### src/rtl/latch_write_arbiter_if.sv
// latch_write_arbiter_if: requester/latch-bank signal bundle for the latch write arbiter
interface latch_write_arbiter_if #(
    parameter int NREQ  = 4,
    parameter int WIDTH = 8
);
    logic [NREQ-1:0]       req;
    logic [NREQ*WIDTH-1:0] wdata;
    logic [NREQ-1:0]       gnt;
    logic [NREQ-1:0]       ack;
    logic                  le;
    logic [WIDTH-1:0]      d_bus;
    logic [WIDTH-1:0]      q_shadow;
    logic                  busy;
    modport master (output req, wdata, input gnt, ack, le, d_bus, q_shadow, busy);
    modport slave  (input req, wdata, output gnt, ack, le, d_bus, q_shadow, busy);
endinterface

### src/rtl/latch_write_arbiter.sv
// latch_write_arbiter: round-robin sequencer sharing one d_latch bank among NREQ requesters
module latch_write_arbiter #(
    parameter int NREQ  = 4,
    parameter int WIDTH = 8,
    parameter int IDXW  = 2
) (
    input  logic                 clk,
    input  logic                 rst,
    latch_write_arbiter_if.slave bus
);
    typedef enum logic [1:0] {IDLE, SETUP, OPEN, CLOSE} state_t;
    state_t           state_q, state_d;
    logic [IDXW-1:0]  ptr_q, ptr_d, win_q, win_d, pick, cand;
    logic             found;
    int               idx;
    logic [NREQ-1:0]  gnt_q, gnt_d, ack_q, ack_d;
    logic             le_q, le_d, busy_q, busy_d;
    logic [WIDTH-1:0] d_bus_q, d_bus_d, shadow_q, shadow_d;

    // first requester set at ptr, ptr+1, ... wrapping modulo NREQ
    always_comb begin
        pick  = ptr_q;
        cand  = ptr_q;
        found = 1'b0;
        idx   = 0;
        for (int k = 0; k < NREQ; k++) begin
            idx  = int'(ptr_q) + k;
            idx  = (idx >= NREQ) ? idx - NREQ : idx;
            cand = IDXW'(idx);
            if (!found && bus.req[cand]) begin
                found = 1'b1;
                pick  = cand;
            end
        end
    end

    // write sequencing: D settles in SETUP, enable pulses in OPEN, D held through CLOSE
    always_comb begin
        state_d  = state_q;
        ptr_d    = ptr_q;
        win_d    = win_q;
        gnt_d    = gnt_q;
        ack_d    = '0;
        le_d     = 1'b0;
        busy_d   = busy_q;
        d_bus_d  = d_bus_q;
        shadow_d = shadow_q;
        unique case (state_q)
            IDLE: if (found) begin
                state_d = SETUP;
                win_d   = pick;
                gnt_d   = NREQ'(1) << pick;
                d_bus_d = bus.wdata[pick*WIDTH +: WIDTH];
                busy_d  = 1'b1;
            end
            SETUP: begin
                state_d = OPEN;
                le_d    = 1'b1;
            end
            OPEN: begin
                state_d  = CLOSE;
                ack_d    = gnt_q;
                shadow_d = d_bus_q;
                ptr_d    = (win_q == IDXW'(NREQ - 1)) ? '0 : win_q + 1'b1;
            end
            CLOSE: begin
                state_d = IDLE;
                gnt_d   = '0;
                busy_d  = 1'b0;
            end
            default: state_d = IDLE;
        endcase
    end

    // state and registered outputs; reset wins even mid-write so le never opens after it
    always_ff @(posedge clk) begin
        if (rst) begin
            state_q  <= IDLE;
            ptr_q    <= '0;
            win_q    <= '0;
            gnt_q    <= '0;
            ack_q    <= '0;
            le_q     <= 1'b0;
            busy_q   <= 1'b0;
            d_bus_q  <= '0;
            shadow_q <= '0;
        end else begin
            state_q  <= state_d;
            ptr_q    <= ptr_d;
            win_q    <= win_d;
            gnt_q    <= gnt_d;
            ack_q    <= ack_d;
            le_q     <= le_d;
            busy_q   <= busy_d;
            d_bus_q  <= d_bus_d;
            shadow_q <= shadow_d;
        end
    end

    assign bus.gnt      = gnt_q;
    assign bus.ack      = ack_q;
    assign bus.le       = le_q;
    assign bus.busy     = busy_q;
    assign bus.d_bus    = d_bus_q;
    assign bus.q_shadow = shadow_q;
endmodule
### src/flat_wrapper.sv
// flat-port wrapper written by rule: the top's interface ports become plain ports
module latch_write_arbiter_flat 
#(
    parameter int NREQ  = 4,
    parameter int WIDTH = 8,
    parameter int IDXW  = 2
)
  (clk, rst, bus_req, bus_wdata, bus_gnt, bus_ack, bus_le, bus_d_bus, bus_q_shadow, bus_busy);
  latch_write_arbiter_if #(.NREQ(NREQ), .WIDTH(WIDTH)) bus_i ();
  input  logic clk;
  input  logic rst;
  input wire logic [$bits(bus_i.req)-1:0] bus_req;
  input wire logic [$bits(bus_i.wdata)-1:0] bus_wdata;
  output wire logic [$bits(bus_i.gnt)-1:0] bus_gnt;
  output wire logic [$bits(bus_i.ack)-1:0] bus_ack;
  output wire logic [$bits(bus_i.le)-1:0] bus_le;
  output wire logic [$bits(bus_i.d_bus)-1:0] bus_d_bus;
  output wire logic [$bits(bus_i.q_shadow)-1:0] bus_q_shadow;
  output wire logic [$bits(bus_i.busy)-1:0] bus_busy;
  assign bus_i.req = bus_req;
  assign bus_i.wdata = bus_wdata;
  assign bus_gnt = bus_i.gnt;
  assign bus_ack = bus_i.ack;
  assign bus_le = bus_i.le;
  assign bus_d_bus = bus_i.d_bus;
  assign bus_q_shadow = bus_i.q_shadow;
  assign bus_busy = bus_i.busy;
  latch_write_arbiter #(.NREQ(NREQ), .WIDTH(WIDTH), .IDXW(IDXW)) u_core (.clk(clk), .rst(rst), .bus(bus_i));
endmodule
### config.mk
export PLATFORM = sky130hd
export DESIGN_NAME = latch_write_arbiter_flat
export DESIGN_NICKNAME = d
export VERILOG_FILES = /design/src/rtl/latch_write_arbiter_if.sv /design/src/rtl/latch_write_arbiter.sv /design/src/flat_wrapper.sv
export SDC_FILE = /design/constraint.sdc
export NUM_CORES = 1
export LEC_CHECK = 0
export CAP_MARGIN = 20
export CORE_MARGIN = 1
export CORE_UTILIZATION = 38
export DETAILED_ROUTE_END_ITERATION = 16
export HOLD_SLACK_MARGIN = 0.12
export PLACE_DENSITY = 0.85
export RECOVER_POWER = 25
export SLEW_MARGIN = 10
export SYNTH_ARGS = -nofsm -noshare
export SYNTH_HDL_FRONTEND = slang
export SYNTH_SLANG_ARGS = --single-unit
### constraint.sdc
create_clock -name clk -period 1.4 [get_ports clk]
set_input_delay 0.21 -clock clk [delete_from_list [all_inputs] [get_ports clk]]
set_output_delay 0.21 -clock clk [all_outputs]
set_load 0.01 [all_outputs]
==> key figures, run 1 <==
Status
  • Status: finished with violations
  • Failing checks: negative setup slack

Worst setup path
  • CP top delay family: simple AND/OR/NAND/NOR gates
  • RR Endpoint: u_core.bus.gnt[0]$_SDFFE_PP0P_
  • Reg2Reg Depth: 5
  • CP arrival: 1840 ps
  • CP Buf/Inv Count: 0
  • Setup slack, reg-to-reg: -230 ps
  • RR Startpoint: u_core.ptr_q[1]$_SDFFE_PP0P_
  • CP Data Required Time: 1610 ps
  • Worst setup SP type: register
  • Crit-path max cell delay: 480 ps
  • Master of the slowest instance on the critical path: or4_1
  • Critical path, cell by cell: or3_4, o2111ai_4, nand2_4, or4_1, a21oi_1
  • Element type at the critical path end: register
  • Critical Path Fanout Max: 6
  • Crit path kind: register to register

Detailed routing
  • Via count: 1473
  • Post-DR wirelength/cell: 15.2 um
  • Post-Route WL: 4510 um
  • DRC Markers: 0
  • Antenna-violating nets left: 0
  • Drt via density: 4.96
  • DRT iter0 DRCs: 66
  • First-pass DRT Iterations: 5

Clock tree
  • Clk_lat worst skew: 290 ps
  • Cts hold-fix bufs: 0
  • Num CTS Buffers: 5
  • Worst-case clock buffer depth: 2
  • Root Buffer: clkbuf_8
  • Clk slew on worst S/H paths: 60 ps
  • H-tree depth: 2
  • TritonCTS clock tree: built
  • Clock net sink count: 32

Floorplanning
  • Die height: 65.4 um
  • Die area: 4270 um2
  • Number of I/O pins: 64
  • Row count: 22
  • DIE WIDTH: 65.4 um
  • Core Footprint: 3740 um2
  • Initial Util: 40.7%

Cells and area
  • Nets: 293
  • Layout cells sized above 1: 22.9%
  • Core Util, Final: 69.7%
  • Layout area overhead: 71.1%
  • Post-route cell area: 2610 um2
  • Antenna Cells: 0

Logic synthesis
  • Post-synthesis register bit count: 32
  • Cells after synthesis: 154
  • Mean post-synth cell area: 9.90 um2
  • Sequential-to-total area share from yosys stat: 42.0%
  • Synth unique cells: 28
  • Yosys warning count: 0
  • Syn_nets: 198
  • Post-Synthesis Cell Area: 1530 um2

Timing
  • Unrepaired setup endpoints after global routing: yes
  • Slew of the pin with the lowest slew margin: 323 ps
  • Final worst path period share: 116%
  • Rel. slew slack: 78.3%
  • Max-slew violations: 0
  • Fin worst setup slack: -231 ps
  • Fin crit period: 1630 ps
  • Setup Viol. Count Final: 11
  • Clock Skew: 4.74 ps
  • Endpoints failing hold: 0
  • Max Clock Freq: 0.613 GHz

Power
  • Pwr dens: 1340 nW/um2
  • P_leak: 0.00109 uW
  • VDD IR-drop max: 0.000821 V

Run
  • Maxcap violations: 0

Global route
  • Largest net degree at the start of global routing: 18
  • GRT Residual Overflow: 0
  • Initial antenna violation count: 0
  • Global-route wire length before repair: 6990 um
  • Total GRT Usage: 22.3%
  • Vias in the first global route: 1539

Worst hold path
  • HP Start: u_core.bus.gnt[1]$_SDFFE_PP0P_
  • Worst Hold Class: register to register
  • Worst Hold Depth: 2
  • Hold Path End: u_core.bus.gnt[1]$_SDFFE_PP0P_

Placed design
  • DPL Wire Length: 3170 um
  • Placed Area: 2410 um2
  • I/O Buffers: 63
  • Routability Congestion: 0.747
[sequential cells by signal (all words and copies together) (netlist names)]
register,flops
u_core.bus.le,1
u_core.win_q,2
u_core.ptr_q,2
u_core.bus.d_bus,8
u_core.bus.ack,4
u_core.state_q,2
u_core.bus.busy,1
u_core.bus.q_shadow,8
u_core.bus.gnt,4
[final cells by class]
class / count / area [um2]
fill: 294 / 1130
multi-input combinational: 111 / 903
timing repair buffer: 96 / 891
sequential: 32 / 648
clock buffer: 7 / 96.3
tap: 48 / 60.1
inverter: 3 / 11.3
[placed cells by master, fill, tap and decap left out, types with 2 or more instances in the layout]
master	instances
nand2_1	6
ha_1	5
buf_4	27
dfxtp_4	2
nor2b_1	3
clkdlybuf4s50_1	42
buf_6	3
clkbuf_8	7
dlygate4sd2_1	14
clkdlybuf4s25_1	6
and2_1	4
nor2_1	21
mux2i_1	28
a21oi_1	5
nor2_2	2
dfxtp_1	30
inv_1	2
o221ai_1	8
nand3b_1	10
[Yosys cell counts]
| library cell | n | area, um2 |
|---|---|---|
| o221ai_1 | 8 | 70.1 |
| a211oi_1 | 1 | 7.51 |
| buf_6 | 2 | 22.5 |
| a32oi_1 | 1 | 8.76 |
| a211oi_2 | 1 | 12.5 |
| mux2i_1 | 28 | 280 |
| nand3_1 | 1 | 5.00 |
| inv_1 | 3 | 11.3 |
| o21ai_0 | 2 | 10.0 |
| o41ai_2 | 1 | 16.3 |
| or3_1 | 1 | 6.26 |
| o2111ai_2 | 1 | 15.0 |
| a21oi_1 | 6 | 30.0 |
| buf_4 | 2 | 15.0 |
| nor2_1 | 23 | 86.3 |
| clkbuf_1 | 2 | 7.51 |
| nand2_4 | 1 | 11.3 |
| buf_1 | 1 | 3.75 |
| nand2b_1 | 3 | 18.8 |
| dfxtp_1 | 32 | 641 |
| ha_1 | 6 | 75.1 |
| buf_2 | 1 | 5.00 |
| or4_1 | 1 | 7.51 |
| nand3b_1 | 10 | 75.1 |
| o21a_1 | 1 | 7.51 |
| nand2_1 | 7 | 26.3 |
| nor2b_1 | 4 | 25.0 |
| and2_1 | 4 | 25.0 |
[routing by layer]
layer | global-route usage [%] | vias to the layer above | share of wire (%)
met1 | 25.3 | 679 | 41
met3 | 6.25 | 9 | 5.8
li1 | - | 736 | -
met5 | 0 | - | 0
met2 | 38.1 | 49 | 51
met4 | 10.9 | 0 | 1.8
[timing repair]
action / in CTS / in global routing
setup endpoints to repair: 26 / 19
gates resized for setup: 35 / 13
setup buffers: 1 / 2
cloned: 0 / 1
pin swaps: 6 / 8
[power breakdown]
group	switching, uW	leakage, uW	internal [uW]	total, uW
logic	704	0.000774	827	1530
registers	124	0.000263	1080	1210
clock network	327	0.0000503	437	764
[how the worst max path moves through the flow]
stage | startpoint | endpoint | slack, ps | depth (start not counted)
detailed placement | bus_req[0] | u_core.bus.d_bus[7]$_SDFFE_PP0P_ | -680 | 7
finish | u_core.ptr_q[1]$_SDFFE_PP0P_ | u_core.bus.gnt[0]$_SDFFE_PP0P_ | -230 | 5
CTS | u_core.ptr_q[0]$_SDFFE_PP0P_ | u_core.bus.d_bus[3]$_SDFFE_PP0P_ | -120 | 6
global placement | bus_req[0] | u_core.bus.d_bus[6]$_SDFFE_PP0P_ | -600 | 7
floorplan | u_core.ptr_q[0]$_SDFFE_PP0P_ | u_core.bus.d_bus[0]$_SDFFE_PP0P_ | -20 | 6
global route | u_core.ptr_q[1]$_SDFFE_PP0P_ | u_core.bus.gnt[0]$_SDFFE_PP0P_ | -270 | 5
[logic make-up (layout without fill, tap and decap cells)]
kind of cell    after synthesis  after routing  synth area share [%]
simple gates                 55             55                  18.8
buf+inv                      11            106                  4.26
mux                          28             28                  18.4
fa+ha+maj                     6              6                  4.92
compound gates               22             22                  11.6
flops                        32             32                  42.0
[worst min-delay path, stage by stage (launching register included)]
cell	delay, ps
dfxtp_1	320
nand2_1	50
a21oi_1	50
[stage by stage]
step	TNS (ps)	hold slack [ps]	worst slack, ps	instances	power, uW
after floorplan	-120	410	-19.6	154	1900
after global placement	-8080	455	-599	287	2580
after detailed placement	-9310	460	-682	287	2630
after CTS	-692	469	-117	295	3450
after global routing	-2310	513	-271	297	3680
final	-1460	470	-231	297	3500
Note: power is estimated with default switching activity, not from simulation.
==> run 2, diff against run 1 <==
- REMOVE_ABC_BUFFERS: unset -> 1
==> key figures, run 2 (synthesis results as in run 1) <==
Status
  • Status: finished with violations
  • Failing checks: negative setup slack

Worst setup path
  • CP arrival: 1790 ps (-50 ps)
  • CP Data Required Time: 1540 ps (-70 ps)
  • Element type at the critical path end: register
  • Critical Path Fanout Max: 4 (-2)
  • Crit path kind: register to register
  • Worst setup SP type: register

Placed design
  • Setup Slack @ Placement: -684 ps (-1.60 ps)
  • Routability Congestion: 0.790 (+5.7%)
  • DPL Wire Length: 3070 um (-3.2%)
  • I/O Buffers: 63 (unchanged)
  • Dpl cells: 284 (-1.0%)

Detailed routing
  • Metal2 WL: 2440 um (+5.2%)
  • Via count: 1546 (+5.0%)
  • Post-DR wirelength/cell: 15.5 um (+2.4%)
  • Post-Route WL: 4620 um (+2.4%)
  • First-pass DRT Iterations: 4 (-1)
  • Wire length on met3: 204 um (-22%)
  • DRC Markers: 0 (unchanged)
  • Drt via density: 5.21 (+5.0%)
  • Antenna-violating nets left: 0 (unchanged)
  • DRT iter0 DRCs: 51 (-23%)
  • WL met1: 1830 um (-1.0%)
  • Highest routed layer: met4

Cells and area
  • Nets: 293 (unchanged)
  • Most common cell after layout, fill and taps aside: clkdlybuf4s50_1
  • Layout area overhead: 74.3%
  • Final-layout fill cell count: 295 (+0.34%)
  • Most frequent cells in the layout: clkdlybuf4s50_1, dfxtp_1, buf_4
  • Layout cells sized above 1: 25.3% (+2.4 points)
  • Non-Filler Instances: 297 (unchanged)
  • Core Util, Final: 71.0% (+1.3 points)
  • Antenna Cells: 0 (unchanged)

Clock tree
  • Clk_lat worst skew: 280 ps (about the same)
  • Num CTS Buffers: 5 (unchanged)
  • Worst-case clock buffer depth: 2 (unchanged)
  • Clk slew on worst S/H paths: 60 ps (about the same)
  • H-tree depth: 2 (unchanged)
  • Root Buffer: clkbuf_8
  • Clock net sink count: 32 (unchanged)
  • TritonCTS clock tree: built
  • Cts hold-fix bufs: 0 (unchanged)

Floorplanning
  • Initial Util: 40.7% (unchanged)
  • Number of I/O pins: 64 (unchanged)
  • Die height: 65.4 um (unchanged)
  • Core Footprint: 3740 um2 (unchanged)
  • Die area: 4270 um2 (unchanged)
  • Row count: 22 (unchanged)
  • DIE WIDTH: 65.4 um (unchanged)

Power
  • Overall power: 3550 uW (+1.5%)
  • Pwr dens: 1340 nW/um2 (-0.35%)
  • VDD IR-drop max: 0.000735 V (-10%)
  • P_leak: 0.00105 uW (-3.2%)

Timing
  • Unrepaired setup endpoints after global routing: yes
  • Rel. slew slack: 63.0% (-15 points)
  • Max Clock Freq: 0.606 GHz (-1.1%)
  • Endpoints failing hold: 0 (unchanged)
  • Fin crit period: 1650 ps (+18.8 ps)
  • Setup TNS: -2410 ps (-956 ps)
  • Fin worst setup slack: -250 ps (-18.8 ps)
  • Max-slew violations: 0 (unchanged)
  • Slew of the pin with the lowest slew margin: 549 ps (+226 ps)
  • Clock Skew: 4.72 ps (-0.0217 ps)
  • Setup Viol. Count Final: 12 (+1)
  • Final worst path period share: 118% (+1.3 points)

Global route
  • Global-route wire length before repair: 6640 um (-5.0%)
  • Initial antenna violation count: 0 (unchanged)
  • GRT Residual Overflow: 0 (unchanged)
  • Largest net degree at the start of global routing: 20 (+2)
  • Total GRT Usage: 20.4% (-1.9 points)
  • Vias in the first global route: 1500 (-2.5%)

Run
  • Maxcap violations: 0 (unchanged)

Worst hold path
  • Worst Hold Class: register to register
==> run 2: changes by cell type in the layout (fill, tap and decap cells not counted), sizes merged <==
cell	change
clkinv	+1
dlygate4sd2	-7
clkdlybuf4s25	+4
clkdlybuf4s50	+3
clkdlybuf4s15	-1
==> run 2: worst max-delay path: stages (launching register included) <==
cell and delay (ps):
dfxtp_4 370, nand2b_4 130, a21oi_2 70, a211oi_4 310, buf_12 160, buf_4 120, mux2i_2 220, o221ai_1 140
==> run 2: area by class of cell <==
cell class	instances	area (um2)	share of cell area (%)
multi-input cells	111	943	35.5
clock inverters	1	5.00	0.188
well taps	48	60.1	2.26
flip-flops and latches	32	646	24.3
repair buffers	96	921	34.6
inverters	3	11.3	0.424
clock buffers	6	72.6	2.73
==> run 2: worst paths after layout <==
path                                      endpoint  slack (ps)  cells past startpoint                      startpoint
setup / recovery  u_core.bus.d_bus[2]$_SDFFE_PP0P_        -250                      7    u_core.ptr_q[0]$_SDFFE_PP0P_
hold reg to reg     u_core.bus.gnt[1]$_SDFFE_PP0P_         480                      2  u_core.bus.gnt[1]$_SDFFE_PP0P_
setup reg to reg  u_core.bus.d_bus[2]$_SDFFE_PP0P_        -250                      7    u_core.ptr_q[0]$_SDFFE_PP0P_
hold / removal      u_core.bus.gnt[1]$_SDFFE_PP0P_         480                      2  u_core.bus.gnt[1]$_SDFFE_PP0P_
==> run 2: metal layers <==
layer / track usage (%) / vias to the layer above
met1: 21.8 / 733
met5: 0 / -
met2: 36.6 / 60
met3: 5.21 / 18
met4: 10.6 / 0
li1: - / 735
==> run 2: timing repair <==
item / 4_1_cts / 5_1_grt
endpoints found under the setup margin: 19 / 33
pin swaps: 9 / 5
gates resized for setup: 21 / 33
setup buffers: 6 / 1
==> run 2: report_power, final <==
group	total [uW]	switching (uW)	leakage (uW)	internal, uW
clock network	652	315	0.0000410	337
logic	1700	758	0.000749	940
registers	1200	121	0.000263	1080
total	3550	1190	0.00105	2360
==> run 2: metrics by stage <==
stage	hold WS, ps	area (um2)
floorplan	279	1470
global placement	454	2400
CTS	472	2570
global route	505	2660
finish	481	2660
detailed placement	459	2400
